File: src/rtl/mem_wait_bridge_pkg.sv
// Shared encodings for the memory wait-state bridge.
// Access sizes, FSM states and the latched request bundle.
package mem_wait_bridge_pkg;

  localparam logic [1:0] SZ_BYTE = 2'b00;
  localparam logic [1:0] SZ_HALF = 2'b01;
  localparam logic [1:0] SZ_WORD = 2'b10;

  localparam int CNT_W = 4;

  typedef enum logic [2:0] {
    S_IDLE,
    S_ISSUE,
    S_CAPTURE,
    S_WAIT,
    S_DONE
  } state_e;

  typedef struct packed {
    logic [1:0] size;
    logic [1:0] lo;
    logic       wr;
    logic       err;
  } req_t;

endpackage

File: src/rtl/mem_lane_steer.sv
// Byte-lane logic: enables, write replication,
// read steering with zero-extension and misalign detect.
module mem_lane_steer
  import mem_wait_bridge_pkg::*;
(
  input  logic [1:0]  size,
  input  logic [1:0]  lo,
  input  logic [31:0] wdata,
  input  logic [31:0] rdata,
  output logic [3:0]  be,
  output logic [31:0] wrep,
  output logic [31:0] rext,
  output logic        mis
);

  logic is_b;
  logic is_h;

  assign is_b = (size == SZ_BYTE);
  assign is_h = (size == SZ_HALF);

  always_comb begin
    be   = 4'hf;
    wrep = wdata;
    rext = rdata;
    mis  = 1'b0;
    unique case (1'b1)
      is_b: begin
        be   = 4'b0001 << lo;
        wrep = {4{wdata[7:0]}};
        rext = {24'h0, rdata[{lo, 3'b000} +: 8]};
      end
      is_h: begin
        be   = lo[1] ? 4'b1100 : 4'b0011;
        wrep = {2{wdata[15:0]}};
        rext = {16'h0,
                lo[1] ? rdata[31:16] : rdata[15:0]};
        mis  = lo[0];
      end
      default: begin
        be   = 4'hf;
        wrep = wdata;
        rext = rdata;
        mis  = |lo;
      end
    endcase
  end

endmodule

File: src/rtl/mem_wait_bridge.sv
// Core-to-RAM bridge: one outstanding access with
// programmable wait states and a one-cycle ready pulse.
module mem_wait_bridge
  import mem_wait_bridge_pkg::*;
#(
  parameter int WAIT_STATES = 1,
  parameter int MEM_AW      = 14
) (
  input  logic              clk,
  input  logic              rst,
  input  logic [31:0]       address,
  input  logic [31:0]       ram_data_in,
  input  logic [1:0]        data_size,
  input  logic              cs,
  input  logic              we,
  input  logic              oe,
  output logic [31:0]       ram_data_into_mcu,
  output logic              ram_ready,
  output logic              err,
  output logic              busy,
  output logic              mem_en,
  output logic              mem_we,
  output logic [3:0]        mem_be,
  output logic [MEM_AW-1:0] mem_addr,
  output logic [31:0]       mem_wdata,
  input  logic [31:0]       mem_rdata
);

  state_e            state_q;
  state_e            state_d;
  req_t              req_q;
  logic [CNT_W-1:0]  cnt_q;
  logic              idle;
  logic              accept;
  logic [1:0]        st_size;
  logic [1:0]        st_lo;
  logic [3:0]        st_be;
  logic [31:0]       st_wrep;
  logic [31:0]       st_rext;
  logic              st_mis;
  logic              mem_we_q;
  logic [3:0]        mem_be_q;
  logic [MEM_AW-1:0] mem_addr_q;
  logic [31:0]       mem_wdata_q;
  logic [31:0]       rdata_q;
  logic              unused_addr;

  assign unused_addr = &{1'b0, address[31:MEM_AW+2]};

  assign idle   = (state_q == S_IDLE);
  assign accept = idle & cs & (we | oe);

  // IDLE looks at the live request, later states at the latched one
  assign st_size = idle ? data_size : req_q.size;
  assign st_lo   = idle ? address[1:0] : req_q.lo;

  mem_lane_steer u_steer (
    .size  (st_size),
    .lo    (st_lo),
    .wdata (ram_data_in),
    .rdata (mem_rdata),
    .be    (st_be),
    .wrep  (st_wrep),
    .rext  (st_rext),
    .mis   (st_mis)
  );

  always_ff @(posedge clk or negedge rst) begin
    if (!rst) state_q <= S_IDLE;
    else      state_q <= state_d;
  end

  always_comb begin
    state_d = state_q;
    unique case (state_q)
      S_IDLE: begin
        if (accept) state_d = st_mis ? S_DONE : S_ISSUE;
      end
      S_ISSUE: state_d = S_CAPTURE;
      S_CAPTURE: begin
        if (WAIT_STATES > 0) state_d = S_WAIT;
        else                 state_d = S_DONE;
      end
      S_WAIT: begin
        if (cnt_q == CNT_W'(1)) state_d = S_DONE;
      end
      S_DONE:  state_d = S_IDLE;
      default: state_d = S_IDLE;
    endcase
  end

  always_ff @(posedge clk or negedge rst) begin
    if (!rst) begin
      req_q       <= '0;
      cnt_q       <= '0;
      mem_we_q    <= 1'b0;
      mem_be_q    <= '0;
      mem_addr_q  <= '0;
      mem_wdata_q <= '0;
      rdata_q     <= '0;
    end else begin
      if (accept) begin
        req_q.size <= data_size;
        req_q.lo   <= address[1:0];
        req_q.wr   <= we;
        req_q.err  <= st_mis;
        // rejected accesses leave the RAM port untouched
        if (!st_mis) begin
          mem_we_q    <= we;
          mem_be_q    <= st_be;
          mem_addr_q  <= address[MEM_AW+1:2];
          mem_wdata_q <= st_wrep;
        end
      end
      if (state_q == S_CAPTURE) begin
        if (!req_q.wr) rdata_q <= st_rext;
        cnt_q <= CNT_W'(WAIT_STATES);
      end
      if (state_q == S_WAIT) cnt_q <= cnt_q - 1'b1;
    end
  end

  assign mem_en            = (state_q == S_ISSUE);
  assign mem_we            = mem_we_q;
  assign mem_be            = mem_be_q;
  assign mem_addr          = mem_addr_q;
  assign mem_wdata         = mem_wdata_q;
  assign ram_data_into_mcu = rdata_q;
  assign ram_ready         = (state_q == S_DONE);
  assign err               = ram_ready & req_q.err;
  assign busy              = ~idle;

endmodule

File: config.mk
export PLATFORM = sky130hd
export DESIGN_NAME = mem_wait_bridge
export DESIGN_NICKNAME = d
export VERILOG_FILES = /design/src/rtl/mem_wait_bridge_pkg.sv /design/src/rtl/mem_lane_steer.sv /design/src/rtl/mem_wait_bridge.sv
export SDC_FILE = /design/constraint.sdc
export NUM_CORES = 1
export LEC_CHECK = 0
export ABC_CLOCK_PERIOD_IN_PS = 2900
export CORE_MARGIN = 2
export CORE_UTILIZATION = 44
export CTS_BUF_LIST = sky130_fd_sc_hd__clkbuf_16
export DETAILED_ROUTE_END_ITERATION = 10
export PLACE_DENSITY = 0.88
export REMOVE_ABC_BUFFERS = 1
export SYNTH_ARGS = -nofsm -noshare
export SYNTH_HDL_FRONTEND = slang
export SYNTH_HIERARCHICAL = 1
export SYNTH_SLANG_ARGS = --single-unit
File: constraint.sdc
create_clock -name clk -period 2.9 [get_ports clk]
set_input_delay 0.58 -clock clk [delete_from_list [all_inputs] [get_ports clk]]
set_output_delay 0.58 -clock clk [all_outputs]
set_load 0.05 [all_outputs]
# ---- Word level (Yosys, flattened, before mapping)
# Index checks and enable logic that the tools add are counted.
dict set report totals {
  regBits 96
  in_bits 103
  out_inout_bits 87
  wordCells 50
}
dict set report classes {
  addsub 1
  eq_ne 8
  shift 2
  n_mux 14
  bitwise 7
  reduce_logical 7
}
# op count
set ops {}
lappend ops {{one-hot mux 32 bit (2 select lines)} 2}
lappend ops {{variable part select 32 x 6 -> 8 bit} 1}
lappend ops {{two-way mux 16 bit} 1}
lappend ops {{two-way mux 4 bit} 3}
lappend ops {{one-hot mux 3 bit (4 select lines)} 1}
lappend ops {{two-way mux 3 bit} 3}
lappend ops {{one-hot mux 4 bit (2 select lines)} 1}
lappend ops {{== test 3 x 2 -> 1 bit, second input constant} 2}
lappend ops {{AND reduction 2 bit} 3}
lappend ops {{== test 4 x 1 -> 1 bit, second input constant} 1}
lappend ops {{two-way mux 2 bit} 2}
lappend ops {{left shift 1 x 2 -> 4 bit, first input constant} 1}
lappend ops {{subtractor 4 x 1 -> 4 bit, second input constant} 1}
lappend ops {{bitwise AND 1 bit} 3}
lappend ops {{== test 3 x 1 -> 1 bit, second input constant} 1}
lappend ops {{== test 3 bit, second input constant} 1}
lappend ops {{logical NOT 3 bit} 1}
lappend ops {{NOT 1 bit} 3}
lappend ops {{== test 2 x 1 -> 1 bit, second input constant} 1}
lappend ops {{logical NOT 2 bit} 1}
lappend ops {{!= test 2 x 1 -> 1 bit, second input constant} 1}
lappend ops {{!= test 2 bit, second input constant} 1}
lappend ops {{one-hot mux 1 bit (2 select lines)} 1}
lappend ops {{nonzero test 2 bit} 1}
lappend ops {{2 further kinds} 2}

# ---- Logic depth before layout (Yosys ltp)
# Gate-level depths: netlist (run 1).
dict set report depth {
  ltp_word 7
  mapped_depth 12
  mapped_depth_nobuf 9
}

# ---- Hierarchy
# Netlist (run 1), hierarchy kept.
# module n_inst cells_each area_each_um2 seq_area_each_um2
set by_module_without_submodules {}
lappend by_module_without_submodules {mem_wait_bridge 1 248 3942.5 2402.3}
lappend by_module_without_submodules {mem_lane_steer 1 130 1003.5 0.0}

# ---- Least setup slack after synthesis (run 1)
# No wires, ideal clock.
dict set report synth_timing {
  path_kind {reg-to-reg}
  start {register state_q[1]}
  end {register mem_addr_q[10] (netlist: mem_addr[10])}
  arrival_ps 2508
  required_ps 2775
  setup_slack_ps 267
  stages_incl_launch_ff 13
  path_cell_list {dfrtp_1 buf_8 nor3_4 inv_2 nand2_1 nand2_1 buf_4 buf_2 a21oi_1 nor2_1 nor3_4 buf_6 mux2_4}
}
dict set report synth_between {
  elab_chain_len 6
  word_cells_on_any_way 11
  cone_classes {eq/ne: 1; mux: 3; bitwise: 3; reduce/logical: 4}
}
# element line_no
set synth_lines {}
lappend synth_lines {{start, declared} mem_wait_bridge.sv:29} ;# state_e state_q;
lappend synth_lines {{start signal, assigned} mem_wait_bridge.sv:70} ;# else state_q <= state_d;
lappend synth_lines {{logical NOT 3 bit (*)} mem_wait_bridge.sv:50} ;# assign idle = (state_q == S_IDLE);
lappend synth_lines {{two-way mux 2 bit (*)} mem_wait_bridge.sv:54} ;# assign st_size = idle ? data_size : req_q.size;
lappend synth_lines {{net st_size[0]} mem_wait_bridge.sv:35} ;# logic [1:0] st_size;
lappend synth_lines {{== test 2 x 1 -> 1 bit or logical NOT 2 bit (tied branches)} {mem_lane_steer.sv:20, mem_lane_steer.sv:19}}
lappend synth_lines {{one-hot mux 1 bit (2 select lines) (*)} mem_lane_steer.sv:27} ;# unique case (1'b1)
lappend synth_lines {{net st_mis} mem_wait_bridge.sv:40} ;# logic st_mis;
lappend synth_lines {{NOT 1 bit (no source line) (*)} -}
lappend synth_lines {{AND reduction 2 bit (no source line) (*)} -}
lappend synth_lines {{end signal, assigned} mem_wait_bridge.sv:111} ;# mem_addr_q <= address[MEM_AW+1:2];
lappend synth_lines {{end, declared} mem_wait_bridge.sv:43} ;# logic [MEM_AW-1:0] mem_addr_q;
# The timed path passes the listed nets; every way through them passes the cells marked *.
# A chain may end at the register's enable or synchronous reset.

# ---- Worst setup path in the final report (run 1)
dict set report layout_timing {
  start {register state_q[1]}
  end {output port err}
}
dict set report layout_between {
  elab_chain_len 2
}
# element line_no
set layout_lines {}
lappend layout_lines {{== test 3 bit} mem_wait_bridge.sv:129} ;# assign ram_ready = (state_q == S_DONE);
lappend layout_lines {{bitwise AND 1 bit} mem_wait_bridge.sv:130} ;# assign err = ram_ready & req_q.err;
lappend layout_lines {{end, declared} mem_wait_bridge.sv:19} ;# output logic err,
# No other way between the ends.

==> results.json, run 1 <==
{
  "leakage_nw": 3.00,
  "hold_class": "in -> async",
  "rsz0062_at_grt": "no",
  "end_kind": "output pin",
  "drt_iter0_drc": 178,
  "power.density_nw_per_um2": 1410,
  "wirelength_microns": 12300,
  "setup_ws_ps": 258,
  "rows": 38,
  "grt_max_degree": 54,
  "peakVddDrop_v": 0.000738,
  "cts_resized": 0,
  "cp-start-kind": "flop",
  "critPathRequiredTime_ps": 2320,
  "clk_latency_ps": 330,
  "die-area_sq_um": 12100,
  "fillerInstances": 838,
  "synth-seq-cells": 96,
  "period_share_pct": 91.1,
  "cts_buffers": 9,
  "synth-simple-area-share_pct": 8.27,
  "port_buffers": 173,
  "seq_area_frac_synth_pct": 48.6,
  "drv_cap": 0,
  "cts_buffer_depth": 2,
  "antenna_cells": 0,
  "start_util_pct": 45.4,
  "slew_headroom_pct": 59.1,
  "drcViolationCount": 0,
  "grt_pass1_wl_microns": 19200,
  "viasPerCell": 5.24,
  "dr.pass1.iters": 4,
  "synth_area_sq_um": 4950,
  "cts_tree": "done",
  "clk_pin_slew_ps": 70,
  "layout_common_cells": "172 x clkdlybuf4s50_1, 96 x dfrtp_1, 69 x mux2_2",
  "vias": 3595,
  "fin_nets": 646,
  "slowest_delay_ps": 810,
  "final_layout_size_suffix_gt1_share_pct": 24.7,
  "fp.dieH_microns": 110,
  "setup_viol": 0,
  "io_pins": 190,
  "yosysWarnings": 6,
  "gr-total-overflow": 0,
  "place_area_sq_um": 6730,
  "synth_cell_type_count": 42,
  "root_buffer": "clkbuf_16",
  "period_needed_ps": 2640,
  "syn_area_per_cell_sq_um": 13.1,
  "fp.dieW_microns": 110,
  "cts_max_level": 3,
  "design_area_sq_um": 7040,
  "critPathArrivalTime_ps": 2060,
  "timing.fmax_mhz": 379,
  "final_common_cell": "clkdlybuf4s50_1",
  "grt_pass1_vias": 3858,
  "async_flop_share_pct": 100,
  "hold_viol": 0,
  "muxShareOfSynthArea_pct": 29.6,
  "status": "finished, final reports clean",
  "antenna_found_initial": 0,
  "path_cells": "nor2_1 -> and3_2 -> clkdlybuf4s50_1",
  "synth-edff-count": 0,
  "fin_skew_ps": 4.80,
  "synth_compound_area_share_pct": 7.79,
  "hpwl_microns": 8870,
  "synth_xor_area_share_pct": 0.177,
  "setup.worst_path.class": "reg -> out",
  "cts_hold_buf": 0,
  "area_growth_pct": 42.3,
  "worstMarginPinSlew_ps": 612,
  "report.final.slew_viol_count": 0,
  "wl_per_cell_microns": 17.9,
  "pre_cts_ws_ps": 244,
  "synthCells": 378,
  "cts.sinks": 96,
  "path_max_fanout": 9,
  "cpMaxStageDelayCell": "clkdlybuf4s50_1",
  "ant_nets": 0,
  "cts_setup_buffers": 0,
  "core_area_sq_um": 10900,
  "globalplace.congestion": 0.786,
  "synth_fa_ha_area_share_pct": 0.506,
  "synth_top_family_by_area": "multiplexers",
  "synth-main-ff-cell": "dfrtp_1",
  "grt_usage_pct": 20.5
}
[path summary, 6_finish.rpt]
check / from / end / slack (ps) / cells after the start
worst max-delay path: state_q[1] / err / 260 / 3
worst min-delay path: rst / ram_data_into_mcu[6] / 250 / 1
worst max register to register: state_q[2] / mem_wdata[25] / 320 / 9
worst min register to register: mem_be[3] / mem_be[3] / 490 / 1
max in group asynchronous: rst / mem_wdata[10] / 1980 / 2
min in group clk: mem_be[3] / mem_be[3] / 490 / 1
[state kept, by name (all words and copies together) (netlist names)]
signal             flops
state_q                3
mem_we                 1
ram_data_into_mcu     32
mem_wdata             32
cnt_q                  4
mem_be                 4
mem_addr              14
req_q                  6
[metrics by stage]
step / hold WS (ps) / power [W] / TNS, ps / util, % / cells
5_1_grt: 274 / 0.0104 / 0 / 64.7 / 686
4_1_cts: 262 / 0.00999 / 0 / 64.7 / 686
6_report: 245 / 0.00992 / 0 / 64.7 / 686
3_3_place_gp: 466 / 0.00852 / 0 / 61.8 / 670
2_1_floorplan: 284 / 0.00667 / -75410 / - / 347
3_5_place_dp: 476 / 0.00870 / 0 / 61.8 / 670
[worst max-delay path: cells and delay by family, from the launching register on]
kind,cells,cell delay (ps)
and+or+nand+nor,2,410
DFF,1,500
buffers and inverters,1,810
[cell type report]
| class | count | area (sq um) | area share (%) |
|---|---|---|---|
| clock buffers | 9 | 225 | 3.20 |
| clock inverters | 7 | 87.6 | 1.24 |
| inverters | 5 | 18.8 | 0.267 |
| multi-input cells | 246 | 2300 | 32.7 |
| flip-flops and latches | 96 | 2400 | 34.1 |
| well taps | 140 | 175 | 2.49 |
| repair buffers | 183 | 1830 | 26.0 |
[where the power goes]
part	internal [W]	switching [W]	leakage (nW)
logic	0.00260	0.00371	1.67
registers	0.00198	0.000386	1.18
clock network	0.000748	0.000496	0.152
total	0.00533	0.00459	3.00
[cell usage after synthesis (2+ instances only)]
cell type	n	share of area (%)
a22o_1	17	3.0
mux2_4	30	9.1
and2_1	17	2.2
nand3b_1	2	0.30
mux2_1	6	1.4
o21ai_0	12	1.2
nand2_1	23	1.7
mux2_2	69	16
inv_2	2	0.15
clkbuf_1	5	0.38
a21oi_1	3	0.30
mux2i_1	17	3.4
buf_2	8	0.81
nor3_4	3	0.99
buf_6	8	1.8
inv_1	3	0.23
a221o_1	8	1.6
o21bai_1	3	0.46
buf_4	9	1.4
nor2_1	14	1.1
ha_1	2	0.51
nand2b_1	2	0.25
dfrtp_1	96	49
[cell families (layout without fill, tap and decap cells)]
group           after synthesis  count (layout)
compound gates               49              49
xor+xnor                      1               1
simple gates                 72              72
fa+ha+maj                     2               2
mux                         122             122
flops                        96              96
buf+inv                      36             204
[metal layers]
| metal | track usage (%) | wire [microns] |
|---|---|---|
| met1 | 24.6 | 5030 |
| met3 | 4.64 | 837 |
| met2 | 36.3 | 6300 |
| met5 | 0 | 0 |
| met4 | 6.69 | 149 |
No activity file was read; power rests on OpenSTA's default activity.
==> run 2: changes to the inputs <==
--- a/config.mk
+++ b/config.mk
@@ -10,9 +10,11 @@
 export CORE_UTILIZATION = 44
 export CTS_BUF_LIST = sky130_fd_sc_hd__clkbuf_16
 export DETAILED_ROUTE_END_ITERATION = 10
-export PLACE_DENSITY = 0.88
+export PLACE_DENSITY = 0.9
 export REMOVE_ABC_BUFFERS = 1
+export SKIP_LAST_GASP = 1
 export SYNTH_ARGS = -nofsm -noshare
 export SYNTH_HDL_FRONTEND = slang
 export SYNTH_HIERARCHICAL = 1
 export SYNTH_SLANG_ARGS = --single-unit
+export TNS_END_PERCENT = 50
==> run 2 against run 1 <==
Clock skew grew 1.9 ps. Global-route usage grew 0.37 points. Maximum frequency shrank 1.4%. Clock power shrank 14%. Critical endpoint unchanged. First-iteration DRC count shrank 6.7%. Worst hold slack lost 1.3 ps. Die area is the same.
==> results.json, run 2 (synthesis gave the netlist of run 1 again) <==
{
  "slew_headroom_pct": 56.6,
  "hpwl_microns": 8950,
  "grt_usage_pct": 20.9,
  "critPathRequiredTime_ps": 2320,
  "worstMarginPinSlew_ps": 650,
  "grt_max_degree": 57,
  "cts_max_level": 3,
  "status": "finished, final reports clean",
  "fin_nets": 645,
  "layout_common_cells": "172 x clkdlybuf4s50_1, 96 x dfrtp_1, 69 x mux2_2",
  "wl_met1_microns": 4930,
  "core_area_sq_um": 10900,
  "dr.pass1.iters": 4,
  "fp.dieH_microns": 110,
  "hold_class": "in -> async",
  "final_common_cell": "clkdlybuf4s50_1",
  "area_growth_pct": 41.2,
  "vias": 3637,
  "globalplace.congestion": 0.786,
  "setup_viol": 0,
  "final_layout_size_suffix_gt1_share_pct": 24.6,
  "path_cells": "buf_4 -> nor2_1 -> and3_2 -> clkdlybuf4s50_1",
  "cts_tree": "done",
  "fillerInstances": 843,
  "clk_pin_slew_ps": 70,
  "timing.fmax_mhz": 373,
  "grt_pass1_vias": 3836,
  "report.final.slew_viol_count": 0,
  "start_util_pct": 45.4,
  "root_buffer": "clkbuf_16",
  "cpMaxStageDelayCell": "clkdlybuf4s50_1",
  "peakVddDrop_v": 0.000732,
  "period_share_pct": 92.4,
  "met3_length_microns": 921,
  "viasPerCell": 5.32,
  "cts_hold_buf": 0,
  "cts.sinks": 96,
  "wl_met2_microns": 6170,
  "period_needed_ps": 2680,
  "cts_buffers": 9,
  "cp-start-kind": "flop",
  "end_kind": "output pin",
  "setup.worst_path.class": "reg -> out",
  "power.density_nw_per_um2": 1390,
  "fp.dieW_microns": 110,
  "wl_per_cell_microns": 18.0,
  "ant_nets": 0,
  "io_pins": 190,
  "slowest_delay_ps": 790,
  "hold_viol": 0,
  "leakage_nw": 2.98,
  "rows": 38,
  "gr-total-overflow": 0,
  "drv_cap": 0,
  "critPathArrivalTime_ps": 2100,
  "multi_input_area_sq_um": 2300,
  "drt_iter0_drc": 166,
  "cts_setup_buffers": 0,
  "path_max_fanout": 11,
  "cts_resized": 0,
  "rsz0062_at_grt": "no",
  "top_layer_used": "met4",
  "antenna_found_initial": 0,
  "antenna_cells": 0,
  "die-area_sq_um": 12100,
  "grt_pass1_wl_microns": 19300,
  "clk_latency_ps": 350,
  "drcViolationCount": 0,
  "seqCellArea_sq_um": 2400,
  "final_core_util_pct": 64.2,
  "cts_buffer_depth": 2,
  "port_buffers": 173,
  "fin_skew_ps": 6.70,
  "wirelength_microns": 12300,
  "holdWs_ps": 244
}
==> run 2: changes by cell type in the layout (fill, tap and decap cells not counted), sizes merged <==
cell | before | now
buf | 11 | 10
clkinv | 3 | 6
clkinvlp | 1 | 0
inv | 6 | 5
bufinv | 2 | 0
==> run 2: where the power goes <==
group / switching [W] / internal, W / total (W)
clock: 0.000504 / 0.000565 / 0.00107
combinational: 0.00367 / 0.00262 / 0.00629
sequential: 0.000391 / 0.00198 / 0.00237
==> run 2: final cells by class <==
cell class,count,area share (%)
Clock buffer,9,3.22
Tap cell,140,2.51
Clock inverter,6,0.394
Timing Repair Buffer,182,26.3
Sequential cell,96,34.4
Inverter,5,0.269
Multi-Input combinational cell,246,33.0
==> run 2: final timing paths <==
path                                   from               endpoint  slack [ps]  depth (start not counted)
worst max-delay path             state_q[0]                    err         220                          4
worst min-delay path                    rst  ram_data_into_mcu[13]         240                          1
worst max register to register   state_q[2]          mem_wdata[27]         340                          9
worst min register to register  mem_addr[0]            mem_addr[0]         480                          1
max in group asynchronous               rst          mem_wdata[26]        1950                          2
min in group clk                mem_addr[0]            mem_addr[0]         480                          1
==> run 2: metal layers <==
layer	GRT usage, %	vias to the layer above
met1	24.8	1791
met4	10.6	0
met2	35.1	145
met5	0	-
li1	-	1678
met3	5.11	23
==> run 2: critical path, delay by kind of cell (launching register included) <==
family | cells | cell delay (ps)
and+or+nand+nor | 2 | 370
DFF | 1 | 410
buffers and inverters | 2 | 980
==> run 2: metrics by stage <==
step	std cells	total power, W	setup WS [ps]	area (sq um)	setup TNS (ps)
finish	684	0.00973	220	6990	0
global route	684	0.0102	128	6990	0
CTS	684	0.00980	207	6990	0
detailed placement	669	0.00870	267	6730	0
global placement	669	0.00852	299	6730	0
floorplan	347	0.00667	-1530	4710	-75410
==> run 3: changes to the inputs <==
--- a/config.mk
+++ b/config.mk
@@ -12,7 +12,6 @@
 export DETAILED_ROUTE_END_ITERATION = 10
 export PLACE_DENSITY = 0.9
 export REMOVE_ABC_BUFFERS = 1
-export SKIP_LAST_GASP = 1
 export SYNTH_ARGS = -nofsm -noshare
 export SYNTH_HDL_FRONTEND = slang
 export SYNTH_HIERARCHICAL = 1
==> results of run 3 <==
The final DEF is identical to that of run 2; final timing and power are the same.
